File: src/rtl/envelope_detector.sv
// Stereo amplitude-envelope follower. One shared update datapath is
// time-multiplexed by a small FSM: the left channel is updated first, then the right.
module envelope_detector #(
  parameter int DATA_WIDTH    = 16,
  parameter int ATTACK_SHIFT  = 4,
  parameter int RELEASE_SHIFT = 10,
  parameter int ENV_FRAC      = 8
) (
  input  logic                  clk,
  input  logic                  reset,
  input  logic                  sample_valid,
  input  logic [DATA_WIDTH-1:0] audio_left_in,
  input  logic [DATA_WIDTH-1:0] audio_right_in,
  output logic [DATA_WIDTH-1:0] env_left,
  output logic [DATA_WIDTH-1:0] env_right,
  output logic                  env_valid,
  output logic                  busy,
  output logic                  overrun
);

  localparam int MW = DATA_WIDTH - 1;
  localparam int W  = MW + ENV_FRAC;
  localparam logic [DATA_WIDTH-1:0] ONE_D = DATA_WIDTH'(1);
  localparam logic [W-1:0]          ONE_W = W'(1);

  typedef enum logic [1:0] {IDLE, CALC_L, CALC_R, OUT} state_t;

  state_t                state;
  logic [DATA_WIDTH-1:0] hold_l, hold_r;
  logic [W-1:0]          acc_l, acc_r;

  // Saturated magnitude: the most negative code folds onto the largest positive one.
  function automatic logic [MW-1:0] sat_mag(input logic [DATA_WIDTH-1:0] s);
    logic [DATA_WIDTH-1:0] neg;
    neg = ~s + ONE_D;
    if (!s[DATA_WIDTH-1])     return s[MW-1:0];
    if (neg[DATA_WIDTH-1])    return '1;
    return neg[MW-1:0];
  endfunction

  // One envelope step toward the target. A zero step is forced to 1 so the
  // accumulator always lands exactly on the target; it can never overshoot.
  function automatic logic [W-1:0] step_acc(input logic [W-1:0] acc,
                                            input logic [DATA_WIDTH-1:0] s);
    logic [W-1:0] target, diff, step;
    target = {sat_mag(s), {ENV_FRAC{1'b0}}};
    if (target > acc) begin
      diff = target - acc;
      step = diff >> ATTACK_SHIFT;
      if (step == '0) step = ONE_W;
      return acc + step;
    end else if (target < acc) begin
      diff = acc - target;
      step = diff >> RELEASE_SHIFT;
      if (step == '0) step = ONE_W;
      return acc - step;
    end
    return acc;
  endfunction

  assign busy = (state != IDLE);

  // Sequencer: latch, update left, update right, publish.
  always_ff @(posedge clk) begin
    if (reset) begin
      state     <= IDLE;
      hold_l    <= '0;
      hold_r    <= '0;
      acc_l     <= '0;
      acc_r     <= '0;
      env_left  <= '0;
      env_right <= '0;
      env_valid <= 1'b0;
      overrun   <= 1'b0;
    end else begin
      env_valid <= 1'b0;
      // Any strobe arriving while a sample is in flight is lost.
      if (sample_valid && state != IDLE) overrun <= 1'b1;
      case (state)
        IDLE: if (sample_valid) begin
          hold_l <= audio_left_in;
          hold_r <= audio_right_in;
          state  <= CALC_L;
        end
        CALC_L: begin
          acc_l <= step_acc(acc_l, hold_l);
          state <= CALC_R;
        end
        CALC_R: begin
          acc_r <= step_acc(acc_r, hold_r);
          state <= OUT;
        end
        OUT: begin
          env_left  <= {1'b0, acc_l[W-1:ENV_FRAC]};
          env_right <= {1'b0, acc_r[W-1:ENV_FRAC]};
          env_valid <= 1'b1;
          state     <= IDLE;
        end
        default: state <= IDLE;
      endcase
    end
  end

endmodule
File: config.mk
export PLATFORM = sky130hd
export DESIGN_NAME = envelope_detector
export DESIGN_NICKNAME = d
export VERILOG_FILES = /design/src/rtl/envelope_detector.sv
export SDC_FILE = /design/constraint.sdc
export NUM_CORES = 1
export LEC_CHECK = 0
export ABC_CLOCK_PERIOD_IN_PS = 23800
export CAP_MARGIN = 20
export CORE_UTILIZATION = 55
export DETAILED_ROUTE_END_ITERATION = 12
export GPL_TIMING_DRIVEN = 1
export PLACE_DENSITY_LB_ADDON = 0.15
export SYNTH_ARGS = -nofsm -noshare
export SYNTH_HDL_FRONTEND = slang
export SYNTH_SLANG_ARGS = --single-unit
File: constraint.sdc
create_clock -name clk -period 23.8 [get_ports clk]
set_input_delay 3.57 -clock clk [delete_from_list [all_inputs] [get_ports clk]]
set_output_delay 3.57 -clock clk [all_outputs]
set_load 0.02 [all_outputs]
==> results_tabular.tex, run 1 <==
\begin{tabular}{lr}
\hline
Metric & Value \\
\hline
\multicolumn{2}{l}{\textbf{Run status}} \\
\quad Result of the run & finished, final reports clean \\
\multicolumn{2}{l}{\textbf{Logic synthesis}} \\
\quad Number of enable flip-flop cells after synthesis & 0 \\
\quad Leading register cell type out of synthesis & dfxtp\_1 \\
\quad Top cell type's share of synthesized area & 0.203 \\
\quad Synthesized cell area & approximately 11000 um\^{}2 \\
\quad Proportion of register bits with asynchronous set or reset after synthesis & 0 \\
\quad Sequential area share after synthesis & 0.203 \\
\quad Post-Syn Instances & 1518 \\
\quad Number of distinct library cells after synthesis & 83 \\
\quad \#FFs+latches synth & 112 \\
\quad Yosys top cell by area & dfxtp\_1 \\
\quad Total of warnings raised by yosys & 0 \\
\quad Top cells by area in the synthesized netlist & dfxtp\_1, ha\_1, nand2\_1 \\
\quad Mapped Avg Cell Area & 7.29 um\^{}2 \\
\multicolumn{2}{l}{\textbf{Placed design}} \\
\quad Placed instance area & 11800 um\^{}2 \\
\quad Port buffer count & 67 \\
\quad Estimated wirelength of the detail-placed design & 21900 um \\
\quad Cell total after placement & 1777 \\
\quad Final RePlAce weighted congestion & between 0.9 and 1 \\
\multicolumn{2}{l}{\textbf{Setup path}} \\
\quad Dominant cell type by count on the critical path & or3\_1 \\
\quad Reg-to-reg slack, setup & between 10 and 15 ns \\
\quad RR Endpoint & acc\_l[22] \\
\quad Type of element launching the critical path & register \\
\quad Endpoint class of the critical path & register \\
\quad Cell count along the critical path & 32 \\
\quad Kind of critical path & reg2reg \\
\quad Family of cells with the greatest summed delay on the critical path & compound AO/OA/AOI/OAI gates \\
\quad Critical path peak fanout & 11 \\
\quad Last element of the critical path & acc\_l[22] \\
\quad Data arrival time of the critical path & a little under 10 ns \\
\quad CP Data Required Time & approximately 24 ns \\
\quad Highest-delay cell along the critical path & a2111oi\_0 \\
\quad WP buf/inv & 0 \\
\quad Critical path launch point & hold\_l[1] \\
\quad Reg-to-reg critical path startpoint & hold\_l[1] \\
\quad Maximum single-stage delay on the critical path & 0.76 ns \\
\quad Register-to-Register Path Depth & 32 \\
\multicolumn{2}{l}{\textbf{STA}} \\
\quad Measured slew at the worst slew-check pin & 0.977 ns \\
\quad Achievable Freq & 106 MHz \\
\quad Setup TNS Final & 0 ns \\
\quad Final number of setup-violating endpoints & 0 \\
\quad Ratio of final minimum period to clock period & 0.395 \\
\quad RSZ-0062 raised after global routing & no \\
\quad Minimum period implied by the final worst setup slack & 9.41 ns \\
\quad Final Hold Fails & 0 \\
\quad Final setup skew & 0.00938 ns \\
\quad Worst slew margin & 0.347 \\
\quad Final number of max-transition violations & 0 \\
\multicolumn{2}{l}{\textbf{Route}} \\
\quad Antenna Violating Nets Remaining & 0 \\
\quad Routed via count & 10.6k \\
\quad Number of search-and-repair iterations in the first detailed-routing pass & 5 \\
\quad Number of design-rule violations left by the first detailed-router iteration & 727 \\
\quad Routed WL & 28900 um \\
\quad Average detailed-routed wire length per instance & 16.1 um \\
\quad Vias per std cell & just under 6 \\
\quad DRC Markers & 0 \\
\multicolumn{2}{l}{\textbf{Global routing}} \\
\quad Global-route wire length before repair & $\sim$48000 um \\
\quad Maximum number of pins on one net before global-route repair & 84 \\
\quad Number of global-route vias before repair & 9493 \\
\quad Global routing usage summed across all routing layers & 0.291 \\
\quad Initial antenna violation count & 0 \\
\quad Final global-route overflow total & 0 \\
\multicolumn{2}{l}{\textbf{Cells and area}} \\
\quad Leading cell type in the layout, fill and taps excluded & nand2\_1 \\
\quad Area growth syn-to-layout & 9.80\% \\
\quad \# nets final & between 1.5k and 2k \\
\quad Fill cell instance count of the final layout & approximately 1.8k \\
\quad Post-route cell area & 12200 um\^{}2 \\
\quad Diode insertion count for antenna repair & 0 \\
\quad Proportion of layout cells with a drive suffix above 1 & 0.0353 \\
\quad Most used cells in the layout excluding fill and tap cells & nand2\_1, a21oi\_1, nor2\_1 \\
\quad Non-filler instance count after layout & 1796 \\
\multicolumn{2}{l}{\textbf{Flow run}} \\
\quad Number of violations of the max-capacitance limit & 0 \\
\multicolumn{2}{l}{\textbf{Clock network}} \\
\quad Count of instances resized after the clock tree is built & 0 \\
\quad Buffer levels on the longest clock path & 2 \\
\quad Clock sinks & 112 \\
\quad Hold buffer count at CTS & 0 \\
\quad Depth of the CTS H-tree & 3 \\
\quad CTS Root Cell & clkbuf\_16 \\
\quad Clock slew at reported path FFs & 0.09 ns \\
\quad CTS tree & built \\
\quad Clock buffer count from CTS & 9 \\
\quad Skew-Pair Late Insertion Delay & 0.37 ns \\
\quad Postcts setup bufs & 0 \\
\multicolumn{2}{l}{\textbf{Floorplan}} \\
\quad Total Die Area & 20700 um\^{}2 \\
\quad Core region area & 19600 um\^{}2 \\
\quad Boundary pin count & 70 \\
\quad Die outline width & 144 um \\
\quad Die extent in y & around 140 um \\
\quad Number of placement rows & 51 \\
\quad Initial cell density of the core & 0.565 \\
\multicolumn{2}{l}{\textbf{Hold path}} \\
\quad Origin of the worst min-delay path & overrun \\
\quad Min-Delay Path Class & reg2reg \\
\hline
\end{tabular}
[area by class of cell]
type / instances / area (um^2) / area share
multi-input cells: 1242 / 8200 / 0.675
flip-flops and latches: 112 / 2240 / 0.184
repair buffers: 73 / 738 / 0.0607
well taps: 265 / 332 / 0.0273
inverters: 88 / 330 / 0.0272
clock buffers: 9 / 225 / 0.0185
clock inverters: 7 / 83.8 / 0.00690
[synthesized netlist by cell type (5+ instances only)]
cell type,instances
nand2_1,226
a21oi_1,139
nor2_1,123
dfxtp_1,112
ha_1,108
inv_1,85
xnor2_1,71
clkbuf_1,66
o21ai_0,59
a21o_1,54
xor2_1,47
mux2i_1,41
nor3_1,37
nand3_1,33
a31oi_1,19
or3_1,18
o31ai_1,16
and2_1,15
and3_1,15
nor2b_1,15
o21a_1,15
nand2b_1,13
nor4_1,12
or2_2,12
a211oi_1,11
o21bai_1,9
or4_1,9
nor3b_1,7
o31a_1,7
buf_1,6
o41ai_1,6
a211o_1,5
a311oi_1,5
and4_1,5
nor4b_1,5
[routing by layer]
metal  up-vias  global-route usage  wire length (um)
li1       5345                   -                 -
met4         0              0.0717               459
met5         -                   0                 0
met1      4925               0.424             14400
met2       299               0.453             12500
met3        29              0.0300              1560
[how the worst min path moves through the flow]
stage | to | slack, ns | cells past startpoint
finish | overrun | 0.48 | 2
global route | hold_l[6] | 0.51 | 2
global placement | overrun | 0.45 | 2
CTS | acc_r[22] | 0.48 | 2
floorplan | acc_r[3] | 0.44 | 2
detailed placement | overrun | 0.47 | 2
[metrics by stage]
stage	util	hold WS, ns	worst slack, ns
final	0.620	0.482	14.39
after global routing	0.620	0.513	13.53
after CTS	0.618	0.483	14.53
after detailed placement	0.602	0.468	14.64
after global placement	0.602	0.455	14.93
after floorplan	-	0.444	15.83
[registers in the layout, summed over array words and instances (netlist names)]
name	cells
overrun	1
env_valid	1
hold_r	16
hold_l	16
state	2
acc_l	23
acc_r	23
env_right	15
env_left	15
[cells by family after synthesis]
| kind of cell | Yosys count | synth area share |
|---|---|---|
| DFF | 112 | 0.203 |
| xor gates and xnor gates | 118 | 0.0934 |
| and+or+nand+nor | 566 | 0.242 |
| other | 1 | 0.000339 |
| adders and majority gates | 110 | 0.126 |
| buffers and inverters | 165 | 0.0570 |
| AOI/OAI and AO/OA | 404 | 0.241 |
| muxes | 42 | 0.0381 |
[worst min-delay path: cells and delay by family, from the launching register on]
family / cells / cell delay [ns]
flops: 1 / 0.34
simple gates: 1 / 0.07
compound gates: 1 / 0.04
Power of run 1 is not shown: default switching activity piles up to over one toggle a cycle in this logic, so the estimate is an artifact.
==> run 2, diff against run 1 <==
--- a/config.mk
+++ b/config.mk
@@ -5,7 +5,7 @@
 export SDC_FILE = /design/constraint.sdc
 export NUM_CORES = 1
 export LEC_CHECK = 0
-export ABC_CLOCK_PERIOD_IN_PS = 23800
+export ABC_CLOCK_PERIOD_IN_PS = 8700
 export CAP_MARGIN = 20
 export CORE_UTILIZATION = 55
 export DETAILED_ROUTE_END_ITERATION = 12
==> constraint.sdc (replaced) <==
create_clock -name clk -period 8.7 [get_ports clk]
set_input_delay 1.305 -clock clk [delete_from_list [all_inputs] [get_ports clk]]
set_output_delay 1.305 -clock clk [all_outputs]
set_load 0.02 [all_outputs]
==> results_tabular.tex, run 2 (same netlist as run 1, synthesis figures left out) <==
\begin{tabular}{lr}
\hline
Metric & Value \\
\hline
\multicolumn{2}{l}{\textbf{Placed design}} \\
\quad Estimated wirelength of the detail-placed design & around 22000 um \\
\quad Port buffer count & 67 \\
\quad Final RePlAce weighted congestion & 0.931 \\
\multicolumn{2}{l}{\textbf{Route}} \\
\quad Routed WL & 29100 um \\
\quad Vias per std cell & 5.91 \\
\quad Routed via count & 10.7k \\
\quad Number of search-and-repair iterations in the first detailed-routing pass & 6 \\
\quad Antenna Violating Nets Remaining & 0 \\
\quad DRC Markers & 0 \\
\quad Average detailed-routed wire length per instance & 16.1 um \\
\quad Number of design-rule violations left by the first detailed-router iteration & 730 \\
\multicolumn{2}{l}{\textbf{STA}} \\
\quad Ratio of final minimum period to clock period & 0.945 \\
\quad RSZ-0062 raised after global routing & no \\
\quad Final number of setup-violating endpoints & 0 \\
\quad Achievable Freq & about 120 MHz \\
\quad Final number of max-transition violations & 0 \\
\quad Minimum period implied by the final worst setup slack & just over 8 ns \\
\quad Final Hold Fails & 0 \\
\quad Worst slew margin & 0.320 \\
\quad Final setup skew & 0.0132 ns \\
\quad Setup TNS Final & 0 ns \\
\quad Measured slew at the worst slew-check pin & 1.02 ns \\
\multicolumn{2}{l}{\textbf{Cells and area}} \\
\quad Most used cells in the layout excluding fill and tap cells & nand2\_1, a21oi\_1, nor2\_1 \\
\quad Diode insertion count for antenna repair & 0 \\
\quad Fill cell instance count of the final layout & 1812 \\
\quad Fraction of the core area covered by cells at the end of the flow & 0.629 \\
\quad Sequential cell area & 2240 um\^{}2 \\
\quad \# nets final & 1682 \\
\quad Proportion of layout cells with a drive suffix above 1 & 0.0512 \\
\quad Area growth syn-to-layout & 11.4\% \\
\quad Top Registers & acc\_l x23, acc\_r x23 \\
\quad Multi-input logic area & 8290 um\^{}2 \\
\quad Leading cell type in the layout, fill and taps excluded & nand2\_1 \\
\multicolumn{2}{l}{\textbf{Clock network}} \\
\quad Depth of the CTS H-tree & 3 \\
\quad Hold buffer count at CTS & 0 \\
\quad Clock sinks & 112 \\
\quad CTS tree & built \\
\quad CTS Root Cell & clkbuf\_16 \\
\quad Buffer levels on the longest clock path & 2 \\
\quad Clock slew at reported path FFs & about 0.090 ns \\
\quad Clock buffer count from CTS & 9 \\
\quad Skew-Pair Late Insertion Delay & 0.37 ns \\
\multicolumn{2}{l}{\textbf{Floorplan}} \\
\quad Number of placement rows & 51 \\
\quad Die extent in y & between 100 and 150 um \\
\quad Total Die Area & 20700 um\^{}2 \\
\quad Boundary pin count & 70 \\
\quad Core region area & 19600 um\^{}2 \\
\quad Initial cell density of the core & 0.565 \\
\quad Die outline width & 144 um \\
\multicolumn{2}{l}{\textbf{Setup path}} \\
\quad CP Data Required Time & 8.95 ns \\
\quad Critical path peak fanout & 6 \\
\quad Kind of critical path & reg2reg \\
\quad Endpoint class of the critical path & register \\
\quad Maximum single-stage delay on the critical path & around 0.6 ns \\
\quad Data arrival time of the critical path & between 8 and 9 ns \\
\quad Type of element launching the critical path & register \\
\quad Highest-delay cell along the critical path & or4\_1 \\
\multicolumn{2}{l}{\textbf{Global routing}} \\
\quad Number of global-route vias before repair & about 9.5k \\
\quad Maximum number of pins on one net before global-route repair & 83 \\
\quad Final global-route overflow total & 0 \\
\quad Global-route wire length before repair & 47000 um \\
\quad Initial antenna violation count & 0 \\
\quad Global routing usage summed across all routing layers & 0.285 \\
\multicolumn{2}{l}{\textbf{Flow run}} \\
\quad Number of violations of the max-capacitance limit & 0 \\
\multicolumn{2}{l}{\textbf{Run status}} \\
\quad Result of the run & finished, final reports clean \\
\multicolumn{2}{l}{\textbf{Hold path}} \\
\quad Min-Delay Path Class & reg2reg \\
\hline
\end{tabular}
run 2: layout make-up:
class / count / share of cell area
well taps: 265 / 0.0269
inverters: 88 / 0.0268
multi-input cells: 1242 / 0.672
clock buffers: 9 / 0.0183
repair buffers: 84 / 0.0656
clock inverters: 7 / 0.00822
flip-flops and latches: 112 / 0.182
run 2: through the flow:
stage	std cells	instance area (um^2)	setup WS (ns)	hold WS, ns
4_1_cts	1805	12200	0.116	0.486
2_1_floorplan	1519	11100	0.728	0.444
6_report	1807	12300	0.481	0.480
5_1_grt	1807	12300	0.0328	0.500
3_3_place_gp	1789	11900	0.338	0.454
3_5_place_dp	1789	11900	0.138	0.468
run 2: final timing paths:
| kind | from | endpoint | slack [ns] | cells after the start |
|---|---|---|---|---|
| hold reg to reg | hold_r[0] | hold_r[0] | 0.48 | 2 |
| hold / removal | hold_r[0] | hold_r[0] | 0.48 | 2 |
| setup / recovery | hold_r[5] | acc_r[22] | 0.48 | 32 |
| setup reg to reg | hold_r[5] | acc_r[22] | 0.48 | 32 |
run 2: routing by layer:
metal	GRT usage	part of all wire	vias up
met2	0.448	0.44	302
li1	-	-	5391
met5	0	0	-
met4	0.0879	0.018	0
met1	0.400	0.49	4950
met3	0.0393	0.054	36
run 2: critical path: cells and delay by family, from the launching register on:
family                     cells  cell delay [ns]
AOI/OAI and AO/OA             12             2.41
muxes                          1             0.37
xor gates and xnor gates       1             0.16
DFF                            1             0.36
adders and majority gates      3             0.83
and+or+nand+nor               15             3.99
run 2: repair_timing:
item | in CTS | in global routing
buffers inserted | 0 | 1
endpoints found under the setup margin | 0 | 17
resized for setup | 0 | 17
Power of run 2 is left out for the same reason.
==> run 3, diff against run 2 <==
--- a/config.mk
+++ b/config.mk
@@ -5,12 +5,14 @@
 export SDC_FILE = /design/constraint.sdc
 export NUM_CORES = 1
 export LEC_CHECK = 0
-export ABC_CLOCK_PERIOD_IN_PS = 8700
+export ABC_CLOCK_PERIOD_IN_PS = 9500
 export CAP_MARGIN = 20
 export CORE_UTILIZATION = 55
 export DETAILED_ROUTE_END_ITERATION = 12
 export GPL_TIMING_DRIVEN = 1
 export PLACE_DENSITY_LB_ADDON = 0.15
+export SKIP_LAST_GASP = 1
+export SLEW_MARGIN = 15
 export SYNTH_ARGS = -nofsm -noshare
 export SYNTH_HDL_FRONTEND = slang
 export SYNTH_SLANG_ARGS = --single-unit
==> constraint.sdc (replaced) <==
create_clock -name clk -period 9.5 [get_ports clk]
set_input_delay 1.425 -clock clk [delete_from_list [all_inputs] [get_ports clk]]
set_output_delay 1.425 -clock clk [all_outputs]
set_load 0.02 [all_outputs]
==> results_tabular.tex, run 3 (same netlist as run 1, synthesis figures left out) <==
\begin{tabular}{lr}
\hline
Metric & Value \\
\hline
\multicolumn{2}{l}{\textbf{Run status}} \\
\quad Result of the run & finished, final reports clean \\
\multicolumn{2}{l}{\textbf{STA}} \\
\quad Final number of max-transition violations & 0 \\
\quad Measured slew at the worst slew-check pin & 1.02 ns \\
\quad Final setup skew & about 0.014 ns \\
\quad Worst slew margin & 0.320 \\
\quad Final number of setup-violating endpoints & 0 \\
\quad Final Hold Fails & 0 \\
\quad Achievable Freq & 113 MHz \\
\quad Ratio of final minimum period to clock period & 0.933 \\
\quad Minimum period implied by the final worst setup slack & 8.86 ns \\
\quad RSZ-0062 raised after global routing & yes \\
\multicolumn{2}{l}{\textbf{Route}} \\
\quad Routed WL & about 29000 um \\
\quad Number of design-rule violations left by the first detailed-router iteration & 687 \\
\quad Antenna Violating Nets Remaining & 0 \\
\quad Average detailed-routed wire length per instance & 16.0 um \\
\quad Routed via count & 10.6k \\
\quad DRC Markers & 0 \\
\quad Vias per std cell & approximately 6 \\
\quad Number of search-and-repair iterations in the first detailed-routing pass & 5 \\
\multicolumn{2}{l}{\textbf{Floorplan}} \\
\quad Total Die Area & 20700 um\^{}2 \\
\quad Die outline width & 144 um \\
\quad Core region area & 19600 um\^{}2 \\
\quad Boundary pin count & 70 \\
\quad Initial cell density of the core & 0.565 \\
\quad Die extent in y & 144 um \\
\quad Number of placement rows & 51 \\
\multicolumn{2}{l}{\textbf{Global routing}} \\
\quad Number of global-route vias before repair & between 9k and 10k \\
\quad Maximum number of pins on one net before global-route repair & 84 \\
\quad Global routing usage summed across all routing layers & 0.283 \\
\quad Final global-route overflow total & 0 \\
\quad Initial antenna violation count & 0 \\
\quad Global-route wire length before repair & 46800 um \\
\multicolumn{2}{l}{\textbf{Cells and area}} \\
\quad \# nets final & roughly 1.7k \\
\quad Most used cells in the layout excluding fill and tap cells & nand2\_1, a21oi\_1, nor2\_1 \\
\quad Non-filler instance count after layout & 1798 \\
\quad Post-route cell area & 12200 um\^{}2 \\
\quad Diode insertion count for antenna repair & 0 \\
\quad Multi-input logic area & between 8000 and 9000 um\^{}2 \\
\quad Sequential cell area & 2240 um\^{}2 \\
\quad Proportion of layout cells with a drive suffix above 1 & 0.0398 \\
\quad Top Registers & acc\_l x23, acc\_r x23 \\
\quad Leading cell type in the layout, fill and taps excluded & nand2\_1 \\
\quad Fill cell instance count of the final layout & 1816 \\
\quad Area growth syn-to-layout & 9.91\% \\
\multicolumn{2}{l}{\textbf{Flow run}} \\
\quad Number of violations of the max-capacitance limit & 0 \\
\multicolumn{2}{l}{\textbf{Setup path}} \\
\quad Register-to-Register Path Depth & 36 \\
\quad Dominant cell type by count on the critical path & a21oi\_1 \\
\quad Type of element launching the critical path & register \\
\quad Endpoint class of the critical path & register \\
\quad Kind of critical path & reg2reg \\
\quad RR Endpoint & acc\_l[22] \\
\quad Highest-delay cell along the critical path & or4\_1 \\
\quad CP Data Required Time & $\sim$10 ns \\
\quad Data arrival time of the critical path & 9.16 ns \\
\quad Maximum single-stage delay on the critical path & 0.71 ns \\
\quad Critical path peak fanout & 11 \\
\quad Reg-to-reg critical path startpoint & hold\_l[0] \\
\quad Reg-to-reg slack, setup & 0.64 ns \\
\multicolumn{2}{l}{\textbf{Clock network}} \\
\quad Skew-Pair Late Insertion Delay & around 0.36 ns \\
\quad Buffer levels on the longest clock path & 2 \\
\quad CTS Root Cell & clkbuf\_16 \\
\quad Clock sinks & 112 \\
\quad Postcts setup bufs & 0 \\
\quad Clock slew at reported path FFs & 0.09 ns \\
\quad Clock buffer count from CTS & 9 \\
\quad CTS tree & built \\
\quad Depth of the CTS H-tree & 3 \\
\multicolumn{2}{l}{\textbf{Placed design}} \\
\quad Port buffer count & 67 \\
\quad Placed instance area & approximately 12000 um\^{}2 \\
\quad Final RePlAce weighted congestion & about 0.96 \\
\quad Estimated wirelength of the detail-placed design & 22000 um \\
\quad Cell total after placement & approximately 1.8k \\
\multicolumn{2}{l}{\textbf{Hold path}} \\
\quad Worst Hold End & acc\_r[22] \\
\quad Origin of the worst min-delay path & acc\_r[22] \\
\quad Number of instances on the worst hold path & 2 \\
\quad Min-Delay Path Class & reg2reg \\
\hline
\end{tabular}
==> run 3: worst max path at each step <==
stage / cells after the start / to / slack [ns] / from
after detailed placement: 32 / acc_l[22] / 0.37 / hold_l[0]
after global routing: 36 / acc_l[22] / -0.05 / hold_l[0]
after CTS: 32 / acc_l[22] / 0.30 / hold_l[0]
after global placement: 32 / acc_l[22] / 0.67 / hold_l[0]
final: 36 / acc_l[22] / 0.64 / hold_l[0]
after floorplan: 34 / acc_l[22] / 1.53 / hold_l[0]
==> run 3: final cells by class <==
cell class / count / area share
repair buffers: 75 / 0.0609
well taps: 265 / 0.0273
multi-input cells: 1242 / 0.676
clock inverters: 6 / 0.00514
inverters: 88 / 0.0272
clock buffers: 10 / 0.0188
flip-flops and latches: 112 / 0.184
==> run 3: repair_timing <==
action / CTS / global route
gates resized for setup: 0 / 7
endpoints found under the setup margin: 0 / 13
hold buffers: 0 / 0
==> run 3: worst max-delay path: cells and delay by family, from the launching register on <==
family | cells | cell delay, ns
xor gates and xnor gates | 3 | 0.41
muxes | 1 | 0.09
adders and majority gates | 3 | 0.97
and+or+nand+nor | 14 | 3.93
DFF | 1 | 0.34
AOI/OAI and AO/OA | 15 | 3.04
==> run 3: metrics by stage <==
step | utilization | hold slack (ns) | TNS (ns) | setup WS (ns)
after global routing | 0.621 | 0.503 | -0.0464 | -0.0464
after global placement | 0.604 | 0.455 | 0 | 0.673
final | 0.621 | 0.483 | 0 | 0.636
after floorplan | - | 0.444 | 0 | 1.53
after CTS | 0.619 | 0.486 | 0 | 0.300
after detailed placement | 0.604 | 0.463 | 0 | 0.370
==> run 3: per-layer routing <==
metal,GRT usage,share of wire,up-vias
met5,0,0,-
met4,0.0767,0.018,0
met3,0.0403,0.058,36
met2,0.440,0.43,283
met1,0.405,0.49,4886
li1,-,-,5366
Power of run 3 is left out for the same reason.
